<file path="config.mk">
export PLATFORM = sky130hd
export DESIGN_NAME = miner_job_ctrl
export DESIGN_NICKNAME = d
export VERILOG_FILES = /design/src/rtl/miner_job_ctrl.sv
export SDC_FILE = /design/constraint.sdc
export NUM_CORES = 1
export LEC_CHECK = 0
export ABC_AREA = 1
export CAP_MARGIN = 30
export CORE_AREA = 2 2 316 318
export DETAILED_ROUTE_END_ITERATION = 8
export DIE_AREA = 0 0 318 320
export RECOVER_POWER = 25
export SLEW_MARGIN = 20
export SYNTH_ARGS = -nofsm -noshare
export SYNTH_HDL_FRONTEND = slang
export SYNTH_SLANG_ARGS = --single-unit
</file>
<file path="constraint.sdc">
create_clock -name clk -period 33.3 [get_ports clk]
set_input_delay 6.66 -clock clk [delete_from_list [all_inputs] [get_ports clk]]
set_output_delay 6.66 -clock clk [all_outputs]
set_load 0.1 [all_outputs]
</file>
<file path="src/rtl/miner_job_ctrl.sv">
// Job sequencer for one sha256 hashing core: a one-deep pending work slot, a
// core-facing load/start/monitor FSM, and a first-word fall-through golden-nonce FIFO.
module miner_job_ctrl #(
    parameter int          RES_DEPTH   = 4,
    parameter int          BUSY_WAIT   = 8,
    parameter logic [31:0] RUN_TIMEOUT = 32'hFFFF_FFFF,
    parameter bit          PREEMPT     = 1'b1
) (
    input  logic         clk,
    input  logic         rst,
    input  logic         work_valid,
    output logic         work_ready,
    input  logic [255:0] work_midstate,
    input  logic [95:0]  work_data2,
    input  logic         work_nonce_half,
    output logic [255:0] miner_midstate,
    output logic [95:0]  miner_data2,
    output logic         miner_nonce_start,
    output logic         miner_start,
    input  logic         miner_busy,
    input  logic         got_ticket,
    input  logic [31:0]  golden_nonce,
    output logic         res_valid,
    input  logic         res_ready,
    output logic [31:0]  res_nonce,
    output logic         job_active,
    output logic [3:0]   status,
    output logic [15:0]  jobs_done,
    output logic [2:0]   fsm_state
);
    localparam int AW = $clog2(RES_DEPTH);
    localparam int CW = AW + 1;
    localparam int WW = $clog2(BUSY_WAIT + 1);

    typedef enum logic [2:0] {
        S_IDLE      = 3'd0,
        S_LOAD      = 3'd1,
        S_START     = 3'd2,
        S_WAIT_BUSY = 3'd3,
        S_RUN       = 3'd4
    } state_t;

    state_t state, state_nx;

    logic         pend_full;
    logic [255:0] pend_midstate;
    logic [95:0]  pend_data2;
    logic         pend_half;
    logic         got_ticket_q;
    logic         ticket_seen;
    logic [WW-1:0] wait_cnt;
    logic [31:0]  run_cnt;
    logic [31:0]  fifo_mem [RES_DEPTH];
    logic [AW-1:0] wr_ptr, rd_ptr;
    logic [CW-1:0] fifo_cnt;

    logic load, busy_err, job_done, exhausted, timeout;
    logic tick_rise, push, pop, fifo_full, push_ok, overflow;

    // Handshakes are strict valid/ready: a transfer happens on a clock edge where
    // both are high; valid never depends on ready on either port.
    assign work_ready = !pend_full;
    assign res_valid  = (fifo_cnt != '0);
    assign res_nonce  = fifo_mem[rd_ptr];
    assign pop        = res_valid && res_ready;
    assign fifo_full  = (fifo_cnt == CW'(RES_DEPTH));

    assign tick_rise = (state == S_RUN) && got_ticket && !got_ticket_q;
    assign push      = tick_rise;
    assign push_ok   = push && (!fifo_full || pop);
    assign overflow  = push && fifo_full && !pop;

    assign miner_start = (state == S_START);
    assign job_active  = (state != S_IDLE);
    assign fsm_state   = state;

    always_comb begin
        state_nx  = state;
        load      = 1'b0;
        busy_err  = 1'b0;
        job_done  = 1'b0;
        exhausted = 1'b0;
        timeout   = 1'b0;
        case (state)
            S_IDLE:  if (pend_full) state_nx = S_LOAD;
            S_LOAD: begin
                load     = 1'b1;
                state_nx = S_START;
            end
            S_START: state_nx = S_WAIT_BUSY;
            S_WAIT_BUSY: begin
                if (miner_busy) begin
                    state_nx = S_RUN;
                end else if (wait_cnt == WW'(BUSY_WAIT - 1)) begin
                    busy_err = 1'b1;
                    state_nx = S_IDLE;
                end
            end
            S_RUN: begin
                // Preempt beats completion: an aborted job is not counted as done.
                if (PREEMPT && pend_full) begin
                    state_nx = S_LOAD;
                end else if (!miner_busy) begin
                    job_done  = 1'b1;
                    exhausted = !(ticket_seen || tick_rise);
                    state_nx  = S_IDLE;
                end else if ((RUN_TIMEOUT != 32'd0) && (run_cnt == RUN_TIMEOUT)) begin
                    timeout  = 1'b1;
                    state_nx = S_IDLE;
                end
            end
            default: state_nx = S_IDLE;
        endcase
    end

    always_ff @(posedge clk or posedge rst) begin
        if (rst) state <= S_IDLE;
        else     state <= state_nx;
    end

    always_ff @(posedge clk or posedge rst) begin
        if (rst) begin
            pend_full     <= 1'b0;
            pend_midstate <= '0;
            pend_data2    <= '0;
            pend_half     <= 1'b0;
        end else if (load) begin
            pend_full <= 1'b0;
        end else if (work_valid && work_ready) begin
            pend_full     <= 1'b1;
            pend_midstate <= work_midstate;
            pend_data2    <= work_data2;
            pend_half     <= work_nonce_half;
        end
    end

    always_ff @(posedge clk or posedge rst) begin
        if (rst) begin
            miner_midstate    <= '0;
            miner_data2       <= '0;
            miner_nonce_start <= 1'b0;
        end else if (load) begin
            miner_midstate    <= pend_midstate;
            miner_data2       <= pend_data2;
            miner_nonce_start <= pend_half;
        end
    end

    // run_cnt holds the 1-based index of the current RUN cycle and saturates.
    always_ff @(posedge clk or posedge rst) begin
        if (rst) begin
            got_ticket_q <= 1'b0;
            ticket_seen  <= 1'b0;
            wait_cnt     <= '0;
            run_cnt      <= '0;
        end else if (state == S_START) begin
            got_ticket_q <= 1'b0;
            ticket_seen  <= 1'b0;
            wait_cnt     <= '0;
            run_cnt      <= '0;
        end else begin
            got_ticket_q <= got_ticket;
            if (tick_rise) ticket_seen <= 1'b1;
            if (state == S_WAIT_BUSY && !miner_busy) wait_cnt <= wait_cnt + WW'(1);
            if (state == S_WAIT_BUSY && miner_busy) run_cnt <= 32'd1;
            else if (state == S_RUN && run_cnt != 32'hFFFF_FFFF) run_cnt <= run_cnt + 32'd1;
        end
    end

    always_ff @(posedge clk or posedge rst) begin
        if (rst) begin
            status    <= '0;
            jobs_done <= '0;
        end else begin
            status    <= status | {exhausted, timeout, busy_err, overflow};
            if (job_done) jobs_done <= jobs_done + 16'd1;
        end
    end

    always_ff @(posedge clk) begin
        if (push_ok) fifo_mem[wr_ptr] <= golden_nonce;
    end

    always_ff @(posedge clk or posedge rst) begin
        if (rst) begin
            wr_ptr   <= '0;
            rd_ptr   <= '0;
            fifo_cnt <= '0;
        end else begin
            if (push_ok) wr_ptr <= wr_ptr + AW'(1);
            if (pop)     rd_ptr <= rd_ptr + AW'(1);
            if (push_ok && !pop)      fifo_cnt <= fifo_cnt + CW'(1);
            else if (!push_ok && pop) fifo_cnt <= fifo_cnt - CW'(1);
        end
    end
endmodule

</file>
* After elaboration in Yosys (flattened, before gate mapping)
Memory sizes are Yosys's and may differ from the RTL's.
Cells that the tools add are included.
** Storage, ports and cells
- Output and inout port bits :: 412
- Memories :: 1
- Bits in registers :: 775
- Bits in writable memories :: 128
- Logic and storage cells :: 104
- Input bits :: 391
** Memories
- fifo_mem :: words 4, bits a word 32, rd ports 1, clocked after Yosys merged registers in 0, write ports 1, RTL line 53 : logic [31:0] fifo_mem [RES_DEPTH];
** Operators by class
- Reduce and logical (&&, ||, !) cells :: 31
- Mux-type cells :: 35
- Bitwise logic cells :: 2
- Add/subtract/negate cells :: 7
- Equal/unequal tests :: 11
** Operator list (count)
- $mux 32 :: 3
- $add 32x1->32 const B :: 1
- $eq 32x32->1 const B :: 1
- $ne 32x32->1 const B :: 1
- $mux 3 :: 8
- $mux 1 :: 21
- $add 16x1->16 const B :: 1
- $pmux 3 s5 :: 1
- $logic_and 1x1->1 :: 12
- $reduce_bool 3->1 :: 3
- $mux 4 :: 2
- $reduce_bool 2->1 :: 4
- $logic_not 1->1 :: 7
- $eq 3x2->1 const B :: 2
- $eq 3x3->1 const B :: 2
- $add 2x1->2 const B :: 2
- $add 4x1->4 const B :: 1
- $eq 4x3->1 const B :: 1
- $ne 4x3->1 const B :: 1
- $or 4x4->4 :: 1
- $add 3x1->3 const B :: 1
- $eq 3x1->1 const B :: 1
- $logic_not 3->1 :: 1
- $ne 3x3->1 const B :: 1
- 6 further kinds :: 7

* Depth between registers and ports, before layout
Gate-level depths: netlist of the first run.
- Word-level depth :: 9
- Depth in mapped cells :: 12
- Mapped depth without buffers :: 12

* Worst setup path before layout of the first run
No wires, ideal clock.
- Path kind :: register -> output
- From :: register rd_ptr[0]
- To :: output res_nonce[10]
- Stages on the path, launching flop included :: 7
- Slack :: 24065 ps
- Path buffers :: 3
- Data required time :: 26640 ps
- Arrival time :: 2575 ps
- Path through :: dfrtp_1 clkbuf_1 inv_1 buf_2 clkbuf_1 o21ai_0 o22ai_1
** Between the ends
- Longest elaborated chain between the ends :: 1
** Ends and longest elaborated chain
- start, declared :: RTL line 54 : logic [AW-1:0] wr_ptr, rd_ptr;
- start signal, assigned :: RTL line 191 : if (pop) rd_ptr <= rd_ptr + AW'(1);
- $mem_v2 4x32
- end, declared :: RTL line 25 : output logic [31:0] res_nonce,
Every way passes these cells.

* Worst setup path after layout of the first run
- From :: register state[0] (netlist: fsm_state[0])
- To :: register miner_data2[0]
** Between the ends
- Longest elaborated chain between the ends :: 2
** Ends and longest elaborated chain
- start, declared :: RTL line 43 : state_t state, state_nx;
- start signal, assigned :: RTL line 118 : else state <= state_nx;
- $eq 3x1->1 :: RTL line 84 : case (state)
- $mux 1 :: RTL line 84
- end signal, assigned :: RTL line 144 : miner_data2 <= pend_data2;
- end, declared :: RTL line 17 : output logic [95:0] miner_data2,
Every way passes these cells.
A chain may end at the register's enable or synchronous reset.

==> flow_metrics.env, run 1 <==
export IMPL_grt_pass1_vias=26100
export IMPL_root_buffer="clkbuf_16"
export IMPL_status="finished, violations left"
export IMPL_rsz0062_at_grt="no"
export IMPL_violations="max-capacitance violations, max-slew violations"
export IMPL_track_usage_pct=20.2
export IMPL_io_buffers=802
export IMPL_fin_nets=4791
export IMPL_seq_area_frac_synth_pct=67.1
export IMPL_synth_compound_area_share_pct=12.4
export IMPL_start_util_pct=35.3
export IMPL_avgRoutedWirePerCell_um=18.1
export IMPL_setup_violations_final=0
export IMPL_synth_edf_count=128
export IMPL_slew_headroom_pct=-439
export IMPL_overflow=0
export IMPL_synthTopCellsByCount="dfrtp_1, nor2_1, nand2_1, o21ai_0, inv_1"
export IMPL_cts_resized=0
export IMPL_arrival_ns=15.29
export IMPL_syn_avg_cell_area_um2=9.90
export IMPL_use_met3_pct=7.88
export IMPL_dr_pass1_iters=6
export IMPL_hold_buffers=0
export IMPL_postCtsSetupRepairBufs=0
export IMPL_synth_xor_area_share_pct=0.506
export IMPL_grt_pass1_wl_um=159000
export IMPL_worst_r2r_setup_slack_ns=18.40
export IMPL_yosys_top_cells_area="dfrtp_1, edfxtp_1, o21ai_0"
export IMPL_syn_inst=3496
export IMPL_synth_simple_area_share_pct=12.7
export IMPL_via_per_inst=4.60
export IMPL_die_area_um2=102000
export IMPL_die_w_um=318
export IMPL_area_growth_pct=47.2
export IMPL_drt_iter0_markers=1661
export IMPL_synth_main_ff_cell="dfrtp_1"
export IMPL_syn_num_nets=3896
export IMPL_clock_latency_ns=0.69
export IMPL_h_tree_depth=3
export IMPL_yosys_warnings=0
export IMPL_utilization_pct=52.0
export IMPL_yosysMostFrequentCell="dfrtp_1"
export IMPL_cap_violations=7
export IMPL_place_hpwl_um=73900
export IMPL_synthMuxAreaShare_pct=0.0325
export IMPL_gp_congestion=0.855
export IMPL_layout_drive_gt1_share_pct=8.03
export IMPL_slew_violations=755
export IMPL_worst_setup_path_type="reg2reg"
export IMPL_setup_tns_ns=0
export IMPL_finalCriticalPeriod_ns=14.90
export IMPL_synth_seq_cells=903
export IMPL_grtUsageMet1_pct=24.1
export IMPL_vias=26600
export IMPL_dp_cells=5561
export IMPL_cts_tree="built"
export IMPL_core_area_um2=98000
export IMPL_ant_nets=0
export IMPL_worstPathRequired_ns=33.69
export IMPL_worstMarginPinSlew_ns=8.09
export IMPL_period_share_pct=44.8
export IMPL_cts_sinks=903
export IMPL_max_freq_mhz=67.1
export IMPL_fin_cells=5783
export IMPL_cts_clk_slew_worst_paths_ns=0.06
export IMPL_end_kind="flop"
export IMPL_worstHoldPathType="reg2reg"
export IMPL_synth_adder_area_share_pct=0.347
export IMPL_syn_area_um2=34600
export IMPL_grt_max_degree=276
export IMPL_ioPinCount=803
export IMPL_cts_inserted_buffers=101
export IMPL_cts_max_path_buffers=3
export IMPL_busiest_layer="met2"
export IMPL_drc=0
export IMPL_totalWireLength_um=105000
export IMPL_critPathLaunchType="flop"
export IMPL_antenna_found_initial=46
export IMPL_rows=115
export IMPL_cp_max_fo=214
export IMPL_grtUsageMet2_pct=32.8
export IMPL_hold_viol=0
export IMPL_die_y_um=320
export IMPL_place_ws_ns=21.08
export IMPL_synthArstFlopShare_pct=85.8
export IMPL_synth_top_area_share_pct=56.0
export IMPL_synth_top_family_by_area="simple AND/OR/NAND/NOR gates"
export IMPL_finClkSkew_ns=0.0384
export IMPL_ys_types=38
export IMPL_finalWorstSetupSlack_ns=18.40
export IMPL_synth_top_cell_by_area="dfrtp_1"
[logic make-up after synthesis]
| kind of cell | Yosys count |
|---|---|
| buf+inv | 608 |
| compound gates | 841 |
| mux | 1 |
| fa+ha+maj | 9 |
| flops | 903 |
| xor+xnor | 20 |
| simple gates | 1114 |
[worst paths after layout]
kind | startpoint | endpoint | cells after the start
setup / recovery | fsm_state[0] | miner_data2[0] | 6
hold / removal | status[1] | status[1] | 1
setup reg to reg | fsm_state[0] | miner_data2[0] | 6
hold reg to reg | status[1] | status[1] | 1
max in group asynchronous | rst | pend_midstate[118] | 3
min in group asynchronous | rst | pend_midstate[158] | 2
[per-layer routing]
layer  vias to the layer above  share of wire [%]
met5                         -               0.27
met4                        42                3.6
met3                       216                8.3
met2                       715                 48
met1                     12600                 40
li1                      13000                  -
[critical path: stages, from the launching register on]
cell      delay [ns]
dfrtp_1         0.45
nand3b_1        2.01
clkbuf_1        2.48
clkbuf_1        5.80
clkbuf_1        0.81
clkbuf_1        2.47
o21ai_0         0.37
[registers in the layout, indices dropped and copies added, names as in the netlist]
register,count
pend_full,1
pend_data2,96
miner_data2,96
jobs_done,16
status,4
pend_midstate,256
fsm_state,3
pend_half,1
miner_midstate,256
miner_nonce_start,1
fifo_cnt,3
wr_ptr,2
rd_ptr,2
got_ticket_q,1
wait_cnt,4
run_cnt,32
ticket_seen,1
fifo_mem,128
[final cells by class]
class,count,area (µm²)
fillers,8626,47000
diodes,24,60.1
clock buffers,144,2870
flip-flops and latches,903,23200
clock inverters,40,439
repair buffers,975,12200
well taps,1287,1610
inverters,425,1600
multi-input cells,1985,8980
[per-stage QoR]
stage,hold slack (ns),area (µm²)
CTS,0.463,50700
global route,0.479,51000
floorplan,0.453,34600
finish,0.456,51000
detailed placement,0.450,47400
global placement,0.440,43700
[placed cells by master (no fill, tap or decap), types with 3 or more instances in the layout]
master           count
o21ai_1              3
clkdlybuf4s50_1    748
buf_16             145
inv_2                3
nand3b_1             4
buf_4               31
dfrtp_1            774
buf_12               3
clkbuf_8            16
xnor2_1              5
nand3_1             35
nor2_4               5
o21ai_0            431
clkbuf_16          102
nand2_1            515
nand4_1              9
nor2_1             515
inv_1              420
o21bai_1            12
diode_2             24
nand2_2              3
edfxtp_1           128
a21oi_1            360
nor3_1              13
o22ai_1             32
dlygate4sd3_1       37
clkbuf_1            35
ha_1                 8
clkinv_2            17
clkinvlp_4           5
nor2_2               7
bufinv_16            5
clkinv_16            3
clkinv_1             6
xor2_1              15
Power of run 1 is left out: the tool's default activity adds up to more than one toggle a clock period on the data nets, which glitch-free logic cannot reach.
==> run 2, diff against run 1 <==
Clock period 33.3 ns to 14.2 ns, I/O delays scaled along.
==> run 2 against run 1 <==
Effect of this change:
- the flow still finishes with violations (max-capacitance violations, max-slew violations)
- clock-buffer cell count fell by 1
- flip-flop and latch count did not move
- wire length rose by 1.9%
- worst hold slack improved by 0.0045 ns
- cell count fell by 0.66%
- global-route usage rose by 0.30 points
- non-clock buffer count fell by 32
- critical path depth fell by 1
- fmax rose by 73%
- sequential share of layout area rose by 0.73 points
- critical path type unchanged
- critical endpoint is now miner_data2[8]
- largest cell class unchanged
- highest routed layer unchanged
==> flow_metrics.env, run 2 (synthesis results as in run 1) <==
export IMPL_status="finished, violations left"
export IMPL_violations="max-capacitance violations, max-slew violations"
export IMPL_end_kind="flop"
export IMPL_layout_drive_gt1_share_pct=7.56
export IMPL_start_util_pct=35.3
export IMPL_grt_pass1_vias=26200
export IMPL_vias=26800
export IMPL_worst_setup_path_type="reg2reg"
export IMPL_hold_buffers=0
export IMPL_worstPathRequired_ns=14.58
export IMPL_via_per_inst=4.66
export IMPL_track_usage_pct=20.5
export IMPL_cts_max_path_buffers=3
export IMPL_clock_latency_ns=0.69
export IMPL_die_w_um=318
export IMPL_fin_nets=4759
export IMPL_avgRoutedWirePerCell_um=18.6
export IMPL_finalCriticalPeriod_ns=8.62
export IMPL_dr_pass1_iters=5
export IMPL_slew_headroom_pct=-153
export IMPL_root_buffer="clkbuf_16"
export IMPL_max_freq_mhz=116
export IMPL_die_y_um=320
export IMPL_grt_max_degree=243
export IMPL_die_area_um2=102000
export IMPL_cts_clk_slew_worst_paths_ns=0.06
export IMPL_core_area_um2=98000
export IMPL_hold_viol=0
export IMPL_worstMarginPinSlew_ns=3.80
export IMPL_drc=0
export IMPL_rows=115
export IMPL_postCtsSetupRepairBufs=0
export IMPL_slew_violations=642
export IMPL_multi_input_area_um2=8950
export IMPL_cts_inserted_buffers=101
export IMPL_dpl_cell_area_um2=46700
export IMPL_cap_violations=10
export IMPL_final_common_cell="dfrtp_1"
export IMPL_reg2regPathDepth=5
export IMPL_antenna_found_initial=28
export IMPL_final_area_um2=50200
export IMPL_place_hpwl_um=75900
export IMPL_io_buffers=802
export IMPL_overflow=0
export IMPL_arrival_ns=9.00
export IMPL_cp_max_fo=102
export IMPL_totalWireLength_um=107000
export IMPL_period_share_pct=60.7
export IMPL_drt_iter0_markers=2039
export IMPL_ant_nets=0
export IMPL_ioPinCount=803
export IMPL_fillCellCount=8612
export IMPL_finClkSkew_ns=0.0178
export IMPL_final_cell_mix="dfrtp_1, clkdlybuf4s50_1, nor2_1"
export IMPL_cts_tree="built"
export IMPL_min_path_cells=1
export IMPL_cts_sinks=903
export IMPL_cts_resized=0
export IMPL_regArea_um2=23200
export IMPL_setup_violations_final=0
export IMPL_gp_congestion=0.865
export IMPL_grt_pass1_wl_um=161000
export IMPL_setup_tns_ns=0
export IMPL_critPathLaunchType="flop"
export IMPL_h_tree_depth=3
export IMPL_top_regs="miner_midstate x256, pend_midstate x256, fifo_mem x128"
export IMPL_worstHoldPathType="reg2reg"
export IMPL_area_growth_pct=44.9
export IMPL_rsz0062_at_grt="no"
## run 2: changes by cell type in the layout (fill, tap and decap cells not counted), moves of 3 or more
cell             delta
clkinv_1            -4
clkdlybuf4s50_1     -6
buf_2               +3
nor2_1              +3
diode_2             -9
bufinv_16           +4
buf_16             -33
buf_12              +4
## run 2: layout make-up
class                           instances  share of cell area (%)
Tap cell                             1287                    3.21
Sequential cell                       903                    46.3
Inverter                              425                    3.19
Multi-Input combinational cell       1985                    17.8
Clock buffer                          143                    5.75
Antenna cell                           15                  0.0748
Clock inverter                         44                    1.08
Timing Repair Buffer                  943                    22.5
## run 2: critical path: stages (launching register included)
cell	delay [ns]
dfrtp_1	0.45
nand3b_1	2.08
clkbuf_1	1.08
clkbuf_1	1.54
clkbuf_1	2.76
o21ai_0	0.34
## run 2: path summary, 6_finish.rpt
kind                                       endpoint  slack, ns          from
worst max register to register       miner_data2[8]       5.58  fsm_state[0]
min in group asynchronous       miner_midstate[164]       3.62           rst
worst min-delay path                      status[1]       0.46     status[1]
max in group asynchronous           miner_data2[86]       7.72           rst
worst min register to register            status[1]       0.46     status[1]
worst max-delay path                 miner_data2[8]       5.58  fsm_state[0]
## run 2: stage by stage
stage	setup WS, ns	cells	utilization [%]	hold slack [ns]
2_1_floorplan	0.729	3496	-	0.453
3_3_place_gp	8.19	5425	44.6	0.443
3_5_place_dp	8.36	5535	47.6	0.448
4_1_cts	7.59	5722	51.1	0.465
5_1_grt	4.22	5742	51.2	0.494
6_report	5.58	5745	51.2	0.461
## run 2: layer usage
metal | GRT usage (%) | share of wire [%] | vias up
li1 | - | - | 12900
met1 | 25.1 | 41 | 13000
met2 | 34.4 | 49 | 735
met3 | 6.71 | 7.3 | 174
met4 | 6.37 | 2.6 | 24
met5 | 0 | 0.14 | -
Power of run 2 is left out for the same reason.
==> run 3, diff against run 2 <==
Clock period 14.2 ns to 8.2 ns, I/O delays scaled along.
==> run 3 against run 2 <==
Effect of this change:
- the run still ends with max-capacitance violations, max-slew violations left
- die area unchanged
- first-iteration DRC count down 13%
- via count down 0.48%
- cell count about the same
- wire length down 0.95%
- cell area up 0.40%
- utilization up 0.21 points
- flip-flop and latch count unchanged
==> flow_metrics.env, run 3 (synthesis results as in run 1) <==
export IMPL_cp_cell_sequence="buf_4 > inv_1 > clkbuf_1 > o21ai_0 > o22ai_1 > clkdlybuf4s50_1"
export IMPL_violations="max-capacitance violations, max-slew violations"
export IMPL_critPathLaunchType="flop"
export IMPL_track_usage_pct=20.5
export IMPL_cap_violations=6
export IMPL_die_w_um=318
export IMPL_postCtsSetupRepairBufs=0
export IMPL_slew_violations=492
export IMPL_dpl_cell_area_um2=47000
export IMPL_hold_buffers=0
export IMPL_slew_headroom_pct=-149
export IMPL_place_hpwl_um=75000
export IMPL_cts_resized=0
export IMPL_hold_viol=0
export IMPL_worstMarginPinSlew_ns=3.74
export IMPL_top_regs="miner_midstate x256, pend_midstate x256, fifo_mem x128"
export IMPL_h_tree_depth=3
export IMPL_via_per_inst=4.64
export IMPL_crit_buf_inv=4
export IMPL_worstPathRequired_ns=6.56
export IMPL_final_common_cell="dfrtp_1"
export IMPL_layout_drive_gt1_share_pct=7.56
export IMPL_grt_pass1_wl_um=162000
export IMPL_place_ws_ns=3.25
export IMPL_cp_slowest_cell="clkbuf_1"
export IMPL_critPathTopFamily="buffers and inverters"
export IMPL_cts_sinks=903
export IMPL_arrival_ns=4.84
export IMPL_root_buffer="clkbuf_16"
export IMPL_cts_max_path_buffers=3
export IMPL_end_kind="primary output"
export IMPL_max_freq_mhz=154
export IMPL_cts_inserted_buffers=98
export IMPL_drc=0
export IMPL_period_share_pct=79.0
export IMPL_finalCriticalPeriod_ns=6.48
export IMPL_avgRoutedWirePerCell_um=18.4
export IMPL_area_growth_pct=45.5
export IMPL_max_stage_delay_ns=1.22
export IMPL_worstHoldPathType="reg2reg"
export IMPL_drt_iter0_markers=1779
export IMPL_gp_congestion=0.859
export IMPL_final_cell_mix="dfrtp_1, clkdlybuf4s50_1, nor2_1"
export IMPL_ioPinCount=803
export IMPL_io_buffers=802
export IMPL_cp_max_fo=66
export IMPL_die_y_um=320
export IMPL_ant_nets=0
export IMPL_grt_pass1_vias=26300
export IMPL_final_area_um2=50400
export IMPL_rsz0062_at_grt="no"
export IMPL_vias=26700
export IMPL_totalWireLength_um=106000
export IMPL_start_util_pct=35.3
export IMPL_core_area_um2=98000
export IMPL_cts_clk_slew_worst_paths_ns=0.06
export IMPL_finalWorstSetupSlack_ns=1.72
export IMPL_worst_setup_path_type="reg2out"
export IMPL_fin_nets=4763
export IMPL_status="finished, violations left"
export IMPL_finClkSkew_ns=0.0202
export IMPL_die_area_um2=102000
export IMPL_antenna_found_initial=30
export IMPL_cts_tree="built"
export IMPL_overflow=0
export IMPL_clock_latency_ns=0.67
export IMPL_grt_max_degree=255
export IMPL_dr_pass1_iters=5
export IMPL_setup_violations_final=0
export IMPL_rows=115
run 3: cell types whose count changed in the layout (fill, tap and decap cells not counted), sizes merged, moves of 2 or more:
cell | before | now
clkdlybuf4s50 | 742 | 747
diode | 15 | 18
inv | 431 | 429
clkbuf | 153 | 142
buf | 155 | 163
run 3: final timing paths:
path / startpoint / end / slack, ns / cells past startpoint
max reg2reg: fsm_state[0] / pend_midstate[61] / 2.30 / 5
min in group asynchronous: rst / miner_midstate[164] / 1.52 / 2
max in group asynchronous: rst / miner_midstate[235] / 2.56 / 3
min reg2reg: status[3] / status[3] / 0.46 / 1
max: rd_ptr[0] / res_nonce[8] / 1.72 / 6
min: status[3] / status[3] / 0.46 / 1
run 3: metrics by stage:
step / std cells / utilization [%] / TNS, ns / hold slack [ns]
6_report: 5747 / 51.4 / 0 / 0.461
5_1_grt: 5746 / 51.4 / 0 / 0.492
4_1_cts: 5724 / 51.4 / 0 / 0.461
3_5_place_dp: 5545 / 48.0 / 0 / 0.448
3_3_place_gp: 5426 / 44.7 / 0 / 0.446
2_1_floorplan: 3496 / - / -3155.06 / 0.453
run 3: area by class of cell:
class / instances / area [µm²]
Fill cell: 8674 / 47600
Antenna cell: 18 / 45.0
Multi-Input combinational cell: 1985 / 8920
Timing Repair Buffer: 950 / 11600
Clock buffer: 137 / 2840
Sequential cell: 903 / 23200
Clock inverter: 42 / 508
Inverter: 425 / 1600
Tap cell: 1287 / 1610
run 3: worst register-to-register path, delay by kind of cell (launching register included):
| family | cells | cell delay, ns |
|---|---|---|
| compound gates | 1 | 0.07 |
| flops | 1 | 0.44 |
| buf+inv | 1 | 0.90 |
| simple gates | 3 | 4.35 |
run 3: per-layer routing:
metal	part of all wire, %	vias up	GRT usage, %	wire length, µm
met5	0.11	-	0	113
met4	3.8	18	8.81	4070
met3	6.9	209	6.07	7330
met2	48	727	33.5	50800
met1	41	12800	25.4	43400
li1	-	12900	-	-
Power of run 3 is left out for the same reason.
